**src/rtl/counter_seq_ctrl_if.sv**
```systemverilog
`default_nettype none
// ============================================================================
// Module   : counter_seq_ctrl_if
// Brief    : Signal bundle between the sequencing controller and the
//            button / counter / display path around it.
// Revision : 1.0  initial release
// ============================================================================
interface counter_seq_ctrl_if;
    logic       inc;        // debounced button level
    logic       set;        // debounced button level
    logic       dir;        // 0 = count up to preset, 1 = count down to 0
    logic [7:0] count_q;    // live counter value
    logic       up;
    logic       enable;
    logic       load;
    logic [7:0] load_data;
    logic [7:0] disp;
    logic [1:0] blank;
    logic       done;
    logic [2:0] state;

    // Controller side
    modport master (
        input  inc, set, dir, count_q,
        output up, enable, load, load_data, disp, blank, done, state
    );

    // Button / counter / display side
    modport slave (
        output inc, set, dir, count_q,
        input  up, enable, load, load_data, disp, blank, done, state
    );
endinterface
`default_nettype wire

```
**src/rtl/counter_seq_ctrl.sv**
```systemverilog
`default_nettype none
// ============================================================================
// Module   : counter_seq_ctrl
// Brief    : Preset-entry / run / pause / done sequencer driving an 8-bit
//            up/down counter plus seven-segment display select and blink.
// Revision : 1.0  initial release
// ============================================================================
module counter_seq_ctrl #(
    parameter int TICK_DIV  = 4,    // clk cycles per counter step in RUN
    parameter int BLINK_DIV = 8     // clk cycles per blink half-period
) (
    input  wire logic          clk,
    input  wire logic          clr,
    counter_seq_ctrl_if.master bus
);

    localparam logic [2:0] S_IDLE   = 3'd0;
    localparam logic [2:0] S_SET_HI = 3'd1;
    localparam logic [2:0] S_SET_LO = 3'd2;
    localparam logic [2:0] S_RUN    = 3'd3;
    localparam logic [2:0] S_PAUSE  = 3'd4;
    localparam logic [2:0] S_DONE   = 3'd5;

    localparam int TW = (TICK_DIV  > 1) ? $clog2(TICK_DIV)  : 1;
    localparam int BW = (BLINK_DIV > 1) ? $clog2(BLINK_DIV) : 1;
    localparam logic [TW-1:0] c_TICK_MAX  = TW'(TICK_DIV - 1);
    localparam logic [BW-1:0] c_BLINK_MAX = BW'(BLINK_DIV - 1);

    logic          inc_q, set_q;
    logic [2:0]    state_q, state_d;
    logic [7:0]    preset_q, preset_d;
    logic          dir_l_q, dir_l_d;
    logic [TW-1:0] tick_q, tick_d;
    logic [BW-1:0] blink_q, blink_d;
    logic          phase_q, phase_d;
    logic          enable_q, enable_d;
    logic          load_q, load_d;
    logic          up_q, up_d;
    logic          done_q, done_d;
    logic [1:0]    blank_q, blank_d;

    logic          w_set_p;
    logic          w_inc_p;
    logic [7:0]    w_target;
    logic          w_in_set_d;

    // set wins when both buttons rise together; inc is then discarded
    assign w_set_p  = bus.set & ~set_q;
    assign w_inc_p  = bus.inc & ~inc_q & ~w_set_p;
    assign w_target = dir_l_q ? 8'h00 : preset_q;

    // Sequencing: state, preset editing, run tick and one-cycle strobes
    always_comb begin
        state_d  = state_q;
        preset_d = preset_q;
        dir_l_d  = dir_l_q;
        tick_d   = tick_q;
        enable_d = 1'b0;
        load_d   = 1'b0;
        case (state_q)
            S_IDLE: begin
                if (w_set_p) begin
                    state_d = S_SET_HI;
                end else if (w_inc_p) begin
                    state_d = S_RUN;
                    dir_l_d = bus.dir;
                    tick_d  = '0;
                end
            end
            S_SET_HI: begin
                if (w_set_p) begin
                    state_d = S_SET_LO;
                end else if (w_inc_p) begin
                    preset_d[7:4] = preset_q[7:4] + 4'd1;
                end
            end
            S_SET_LO: begin
                if (w_set_p) begin
                    state_d = S_IDLE;
                    load_d  = 1'b1;
                end else if (w_inc_p) begin
                    preset_d[3:0] = preset_q[3:0] + 4'd1;
                end
            end
            S_RUN: begin
                if (w_set_p) begin
                    state_d = S_IDLE;
                    load_d  = 1'b1;
                end else if (w_inc_p) begin
                    state_d = S_PAUSE;          // tick frozen for resume
                end else if (tick_q == c_TICK_MAX) begin
                    tick_d = '0;
                    if (bus.count_q == w_target) begin
                        state_d = S_DONE;
                    end else begin
                        enable_d = 1'b1;
                    end
                end else begin
                    tick_d = tick_q + TW'(1);
                end
            end
            S_PAUSE: begin
                if (w_set_p) begin
                    state_d = S_IDLE;
                    load_d  = 1'b1;
                end else if (w_inc_p) begin
                    state_d = S_RUN;
                end
            end
            S_DONE: begin
                if (w_set_p || w_inc_p) begin
                    state_d = S_IDLE;
                    load_d  = 1'b1;
                end
            end
            default: state_d = S_IDLE;
        endcase
    end

    // Blink timing restarts on every entry into a preset-edit state
    always_comb begin
        w_in_set_d = (state_d == S_SET_HI) || (state_d == S_SET_LO);
        blink_d    = '0;
        phase_d    = 1'b0;
        if (w_in_set_d && (state_d == state_q)) begin
            if (blink_q == c_BLINK_MAX) begin
                phase_d = ~phase_q;
            end else begin
                blink_d = blink_q + BW'(1);
                phase_d = phase_q;
            end
        end
    end

    // Registered outputs are computed from next-state so they align with state
    always_comb begin
        up_d    = ((state_d == S_RUN) || (state_d == S_PAUSE) ||
                   (state_d == S_DONE)) & ~dir_l_d;
        done_d  = (state_d == S_DONE);
        blank_d = 2'b00;
        if (state_d == S_SET_HI) begin
            blank_d = {phase_d, 1'b0};
        end else if (state_d == S_SET_LO) begin
            blank_d = {1'b0, phase_d};
        end
    end

    // State and output registers, cleared asynchronously
    always_ff @(posedge clk or posedge clr) begin
        if (clr) begin
            inc_q    <= 1'b0;
            set_q    <= 1'b0;
            state_q  <= S_IDLE;
            preset_q <= 8'h00;
            dir_l_q  <= 1'b0;
            tick_q   <= '0;
            blink_q  <= '0;
            phase_q  <= 1'b0;
            enable_q <= 1'b0;
            load_q   <= 1'b0;
            up_q     <= 1'b0;
            done_q   <= 1'b0;
            blank_q  <= 2'b00;
        end else begin
            inc_q    <= bus.inc;
            set_q    <= bus.set;
            state_q  <= state_d;
            preset_q <= preset_d;
            dir_l_q  <= dir_l_d;
            tick_q   <= tick_d;
            blink_q  <= blink_d;
            phase_q  <= phase_d;
            enable_q <= enable_d;
            load_q   <= load_d;
            up_q     <= up_d;
            done_q   <= done_d;
            blank_q  <= blank_d;
        end
    end

    assign bus.up        = up_q;
    assign bus.enable    = enable_q;
    assign bus.load      = load_q;
    assign bus.done      = done_q;
    assign bus.blank     = blank_q;
    assign bus.state     = state_q;
    assign bus.load_data = bus.dir ? preset_q : 8'h00;
    assign bus.disp      = ((state_q == S_SET_HI) || (state_q == S_SET_LO)) ?
                           preset_q : bus.count_q;

endmodule
`default_nettype wire

```
**src/flat_wrapper.sv**
```systemverilog
// flat-port wrapper written by rule: the top's interface ports become plain ports
module counter_seq_ctrl_flat 
#(
    parameter int TICK_DIV  = 4,                                         
    parameter int BLINK_DIV = 8                                        
)
  (clk, clr, bus_inc, bus_set, bus_dir, bus_count_q, bus_up, bus_enable, bus_load, bus_load_data, bus_disp, bus_blank, bus_done, bus_state);
  counter_seq_ctrl_if bus_i ();
  input  wire logic clk;
  input  wire logic clr;
  input wire logic [$bits(bus_i.inc)-1:0] bus_inc;
  input wire logic [$bits(bus_i.set)-1:0] bus_set;
  input wire logic [$bits(bus_i.dir)-1:0] bus_dir;
  input wire logic [$bits(bus_i.count_q)-1:0] bus_count_q;
  output wire logic [$bits(bus_i.up)-1:0] bus_up;
  output wire logic [$bits(bus_i.enable)-1:0] bus_enable;
  output wire logic [$bits(bus_i.load)-1:0] bus_load;
  output wire logic [$bits(bus_i.load_data)-1:0] bus_load_data;
  output wire logic [$bits(bus_i.disp)-1:0] bus_disp;
  output wire logic [$bits(bus_i.blank)-1:0] bus_blank;
  output wire logic [$bits(bus_i.done)-1:0] bus_done;
  output wire logic [$bits(bus_i.state)-1:0] bus_state;
  assign bus_i.inc = bus_inc;
  assign bus_i.set = bus_set;
  assign bus_i.dir = bus_dir;
  assign bus_i.count_q = bus_count_q;
  assign bus_up = bus_i.up;
  assign bus_enable = bus_i.enable;
  assign bus_load = bus_i.load;
  assign bus_load_data = bus_i.load_data;
  assign bus_disp = bus_i.disp;
  assign bus_blank = bus_i.blank;
  assign bus_done = bus_i.done;
  assign bus_state = bus_i.state;
  counter_seq_ctrl #(.TICK_DIV(TICK_DIV), .BLINK_DIV(BLINK_DIV)) u_core (.clk(clk), .clr(clr), .bus(bus_i));
endmodule
```
**config.mk**
```make
export PLATFORM = sky130hd
export DESIGN_NAME = counter_seq_ctrl_flat
export DESIGN_NICKNAME = d
export VERILOG_FILES = /design/src/rtl/counter_seq_ctrl_if.sv /design/src/rtl/counter_seq_ctrl.sv /design/src/flat_wrapper.sv
export SDC_FILE = /design/constraint.sdc
export NUM_CORES = 1
export LEC_CHECK = 0
export CORE_MARGIN = 5
export CORE_UTILIZATION = 45
export DETAILED_ROUTE_END_ITERATION = 12
export PLACE_DENSITY = 0.74
export SLEW_MARGIN = 30
export SYNTH_ARGS = -nofsm -noshare
export SYNTH_HDL_FRONTEND = slang
export SYNTH_SLANG_ARGS = --single-unit
```
**constraint.sdc**
```tcl
create_clock -name clk -period 2.1 [get_ports clk]
set_input_delay 0.42 -clock clk [delete_from_list [all_inputs] [get_ports clk]]
set_output_delay 0.42 -clock clk [all_outputs]
set_load 0.01 [all_outputs]
```
# Word level (Yosys, flattened, before mapping)
# Index checks and enable logic that the tools add are counted.
[classes] n_addsub=4 multipliers=0 n_div=0 order_cmp=0 eq_ne=18 shift=0 n_mux=37 n_bitwise=9 reduce_logical=12
[ops] cell="3-bit 2-to-1 mux" count=12
[ops] cell="8-bit 2-to-1 mux" count=3
[ops] cell="3-bit one-hot mux with 6 select lines" count=1
[ops] cell="3-bit == test, second input constant" count=5
[ops] cell="1-bit 2-to-1 mux" count=13
[ops] cell="3-bit by 2-bit == test with 1-bit output, second input constant" count=4
[ops] cell="2-bit 2-to-1 mux" count=6
[ops] cell="4-bit by 1-bit adder with 4-bit output, second input constant" count=2
[ops] cell="8-bit == test" count=1
[ops] cell="3-bit by 1-bit == test with 1-bit output, second input constant" count=2
[ops] cell="2-bit != test, second input constant" count=3
[ops] cell="3-bit AND reduction" count=2
[ops] cell="1-bit logical OR" count=5
[ops] cell="1-bit inverter" count=5
[ops] cell="5-bit AND reduction" count=1
[ops] cell="1-bit bitwise AND" count=4
[ops] cell="2-bit one-hot mux with 2 select lines" count=1
[ops] cell="3-bit by 1-bit adder with 3-bit output, second input constant" count=1
[ops] cell="3-bit == test" count=1
[ops] cell="3-bit logical NOT" count=1
[ops] cell="3-bit OR reduction" count=1
[ops] cell="2-bit by 1-bit adder with 2-bit output, second input constant" count=1
[ops] cell="2-bit == test, second input constant" count=1
[ops] cell="2-bit by 1-bit != test with 1-bit output, second input constant" count=1
[ops] cell="3 further kinds" count=3
[word_totals] regBits=26 latch_bits=0 ram_bits=0 mem_bits_ro=0 in_bits=13 mem_count=0

# Depth between registers and ports, before layout
[logic_depth] depth_word=13 ltp_mapped=6 mapped_depth_nobuf=6

# Worst setup path after synthesis
# Ideal clock, no wire load.
[synth_timing] path_type="input-to-reg" from="in bus_set" to="reg u_core.up_q (netlist: u_core.bus.up)" t_arrival_ns=1.953 slack_ns=0.026 path_stages=6 path_buffers=1 path_cell_list="nor2b_1 > buf_4 > or4_1 > nor2_1 > mux2_2 > a2111oi_1"
[synth_between] elab_cells_between_ends=23
[synth_lines] item="start, declared" line="flat_wrapper.sv:12" text="input wire logic [$bits(bus_i.set)-1:0] bus_set;"
[synth_lines] item="1-bit bitwise AND *" line="counter_seq_ctrl.sv:48" text="assign w_set_p = bus.set & ~set_q;"
[synth_lines] item="1-bit inverter (no line)"
[synth_lines] item="1-bit bitwise AND" line="counter_seq_ctrl.sv:49" text="assign w_inc_p = bus.inc & ~inc_q & ~w_set_p;"
[synth_lines] item="1-bit 2-to-1 mux" line="counter_seq_ctrl.sv:64" text="end else if (w_inc_p) begin"
[synth_lines] item="1-bit 2-to-1 mux *" line="counter_seq_ctrl.sv:62" text="if (w_set_p) begin"
[synth_lines] item="1-bit 2-to-1 mux *" line="counter_seq_ctrl.sv:60" text="case (state_q)"
[synth_lines] item="named net u_core.dir_l_d" line="counter_seq_ctrl.sv:32" text="logic dir_l_q, dir_l_d;"
[synth_lines] item="1-bit inverter *" line="counter_seq_ctrl.sv:138" text="(state_d == S_DONE)) & ~dir_l_d;"
[synth_lines] item="1-bit bitwise AND *" line="counter_seq_ctrl.sv:138"
[synth_lines] item="named net u_core.up_d" line="counter_seq_ctrl.sv:38" text="logic up_q, up_d;"
[synth_lines] item="end signal, assigned" line="counter_seq_ctrl.sv:175" text="up_q <= up_d;"
[synth_lines] item="end, declared" line="counter_seq_ctrl.sv:38"
# Mark *: on every way through the listed nets, which the timed path passes. The rest lies on a longest branch.
# A chain may end at the register's enable or synchronous reset.

# Worst setup path in the final report
# Same ends and word-level chain as after synthesis.

==> results.md <==
* First-pass GRT wire length at approximately 6700 um
* Die width at ~70 um
* Syn avg cell area at around 9.7 um2
* Worst path bufs/invs at 1
* DIE AREA at roughly 4800 um2
* Avg Vias per Cell at 5.30
* # hold bufs at CTS at 0
* HPWL Detailed at a little over 3000 um
* Input/output buffers at 37
* Critical Path AT at approximately 2.3 ns
* Synthesized Nets at approximately 180
* Row cnt at 21
* TritonCTS clock tree: yes
* Async SR Flop Fraction at 100%
* Pre-antenna DRT Iters at 4
* Core area at around 3400 um2
* Worst-path maximum fanout at 2
* Tightest Pin Transition at between 0.3 and 0.4 ns
* Crit Path Category: input pin to flip-flop
* Largest net degree at the start of global routing at 27
* Register area share after synthesis at between 40 and 50%
* CP max stage delay at around 0.50 ns
* PwrDens at around 1300 nW/um2
* Cell Area, Synth at 1580 um2
* Drt total wl at 4090 um
* R2r endpoint: u_core.bus.up
* CP delay by family, top: simple AND/OR/NAND/NOR gates
* Critical path depth at 6
* I/O pins at 38
* Met2 usage at a little under a third
* Clk buf depth at 2
* Synth cell types at 42
* DRC Markers at 0
* Overflow after GRT at 0
* P&R area growth vs syn at 44.0%
* Diodes inserted at 0
* Slew Viols, Final at 0
* WL per Instance at about 15 um
* Clock H-tree levels at 1
* Clk sinks at 26
* Met3 GRT Util at ~2.8%
* Hold slack at a little over 0.3 ns
* Status: completed
* Clk_skew at between 0.008 and 0.009 ns
* Final setup violation count at 0
* Hold crit path type: input pin to flip-flop
* Cells along the critical path: clkdlybuf4s50_1, nor2b_1, or4_4, nor2_2, mux2_2, a2111oi_4
* Flop2flop setup slack at about 0.05 ns
* Worst reg2reg path startpoint: u_core.bus.state[0]
* Vias in the first global route at roughly 1.4k
* Period utilization at between 90% and 100%
* Proportion of layout cells with a drive suffix above 1 at 23.5%
* Flops & latches, synth at 26
* Total GRT Usage at between 15 and 20%
* Vias at around 1.4k
* Leakage at between 1 and 1.5 nW
* Antenna violations before repair at 0
* Final Util at 67.8%
* RSZ-0062 raised after global routing: true
* Crit-path slowest cell: or4_4
* DRT iter0 DRCs at 58
* Routed Antenna Nets at 0
* Cells after Synth at 164
* Starting density of the core at 47.1%
* Yosys warning count at 0
* F_max at 480 MHz
* Die Y at between 60 and 70 um
* Cts bufs inserted at 3
* Slew HR at 76.2%
* Setup crit end kind: flip-flop
* Most common cell after layout, fill and taps aside: clkdlybuf4s50_1
* Worst skew pair latency at 0.32 ns
* Maximum VDD drop at 0.731 mV
* Worst setup SP type: input pin
* CP Launch Point: bus_set
* Top-area cell type share of the netlist area at between 40% and 50%
* Max Cap Viol at 0
* Number of synthesized flops with an enable pin at 0
* Root Driver: clkbuf_4
* Critical Path End: u_core.bus.up
* Most Used Layer, Global Route: met2
* FF-to-FF path depth at 5
* GR Layer Usage met1 at around a fifth
* Clock transition at path regs at ~0.15 ns
* Final Hold Viols at 0
* Tmin final at roughly 2.1 ns
* Commonest non-fill, non-tap cells in the layout: clkdlybuf4s50_1, dfrtp_1, buf_4
* Largest area contributor in the netlist: dfrtp_1
* Top cells by area, synth: dfrtp_1, mux2_1, nor2_1, xnor2_1, ha_1
* Req. time, crit path at 2.33 ns
* NumNets Final at 240
* Synth Flop Type: dfrtp_1
* GPL Wtd Cong at between 0.8 and 0.9
==> per-layer routing <==
| layer | vias to the layer above | share of wire, % | wire (um) |
|---|---|---|---|
| li1 | 691 | - | - |
| met3 | 2 | 3.0 | 122 |
| met1 | 693 | 43 | 1750 |
| met4 | 0 | 0.46 | 19 |
| met5 | - | 0 | 0 |
| met2 | 28 | 54 | 2200 |
==> cells in the mapped netlist (4+ instances only) <==
library cell  count
and2_1            9
clkbuf_1          4
dfrtp_1          26
ha_1              5
mux2_1           12
nand2_1          11
nand2b_1          4
nand3_1           7
nor2_1           19
o21ai_0           5
o21ai_1           4
xnor2_1           8
xor2_1            4
==> per-stage QoR <==
| stage | instances | cell area (um2) | setup TNS (ns) | power, mW | setup WS, ns |
|---|---|---|---|---|---|
| floorplan | 164 | 1580 | 0 | 1.64 | 0.0257 |
| CTS | 267 | 2200 | -0.0276 | 2.82 | -0.0125 |
| global route | 267 | 2280 | -0.206 | 3.24 | -0.0308 |
| finish | 267 | 2280 | 0 | 3.04 | 0.0173 |
| detailed placement | 260 | 2130 | -1.40 | 2.35 | -0.419 |
| global placement | 260 | 2130 | -1.02 | 2.27 | -0.308 |
==> worst register-to-register path: stages, from the launching register on <==
cell and delay [ns]:
dfrtp_1 0.44, buf_4 0.15, or4_4 0.54, nor2_2 0.13
mux2_2 0.37, a2111oi_4 0.33
==> how the worst min path moves through the flow <==
stage,slack (ns),cells past startpoint,start,end
6_report,0.31,1,bus_inc,u_core.inc_q
5_1_grt,0.29,1,bus_inc,u_core.inc_q
4_1_cts,0.45,3,clr,u_core.bus.blank[0]
3_5_place_dp,0.43,1,u_core.blink_q[0],u_core.blink_q[0]
3_3_place_gp,0.42,1,u_core.blink_q[0],u_core.blink_q[0]
2_1_floorplan,0.41,1,u_core.blink_q[0],u_core.blink_q[0]
==> area by class of cell <==
| cell class | count | area [um2] |
|---|---|---|
| clock buffer | 3 | 22.5 |
| sequential | 26 | 651 |
| fill | 281 | 1080 |
| tap | 46 | 57.6 |
| multi-input combinational | 126 | 932 |
| timing repair buffer | 62 | 577 |
| inverter | 3 | 11.3 |
| clock inverter | 1 | 30.0 |
==> flip-flops by register name, summed over array words and instances, names as in the netlist <==
signal / flops
u_core.preset_q: 8
u_core.bus.blank: 2
u_core.tick_q: 2
u_core.set_q: 1
u_core.bus.load: 1
u_core.dir_l_q: 1
u_core.inc_q: 1
u_core.bus.done: 1
u_core.bus.up: 1
u_core.phase_q: 1
u_core.bus.state: 3
u_core.bus.enable: 1
u_core.blink_q: 3
==> power by group <==
part / leakage (nW) / total, mW / switching, mW / internal (mW)
clock: 0.0279 / 0.342 / 0.149 / 0.193
combinational: 0.668 / 1.88 / 0.808 / 1.07
sequential: 0.338 / 0.825 / 0.186 / 0.639
total: 1.03 / 3.04 / 1.14 / 1.90
==> cell families after synthesis <==
family                     Yosys count  synth area share (%)
and+or+nand+nor                     70                  23.8
DFF                                 26                  41.1
AOI/OAI and AO/OA                   24                  10.4
muxes                               15                  10.5
xor gates and xnor gates            12                  6.64
buffers and inverters               12                  3.63
adders and majority gates            5                  3.95
==> repair_timing <==
| item | CTS | global route |
|---|---|---|
| buffers inserted | 4 | 0 |
| hold endpoints to repair | 0 | 0 |
| endpoints found under the setup margin | 17 | 9 |
| gates cloned | 0 | 0 |
| pin swaps | 2 | 2 |
| gates resized for setup | 43 | 14 |
(Power assumes the default switching activity.)
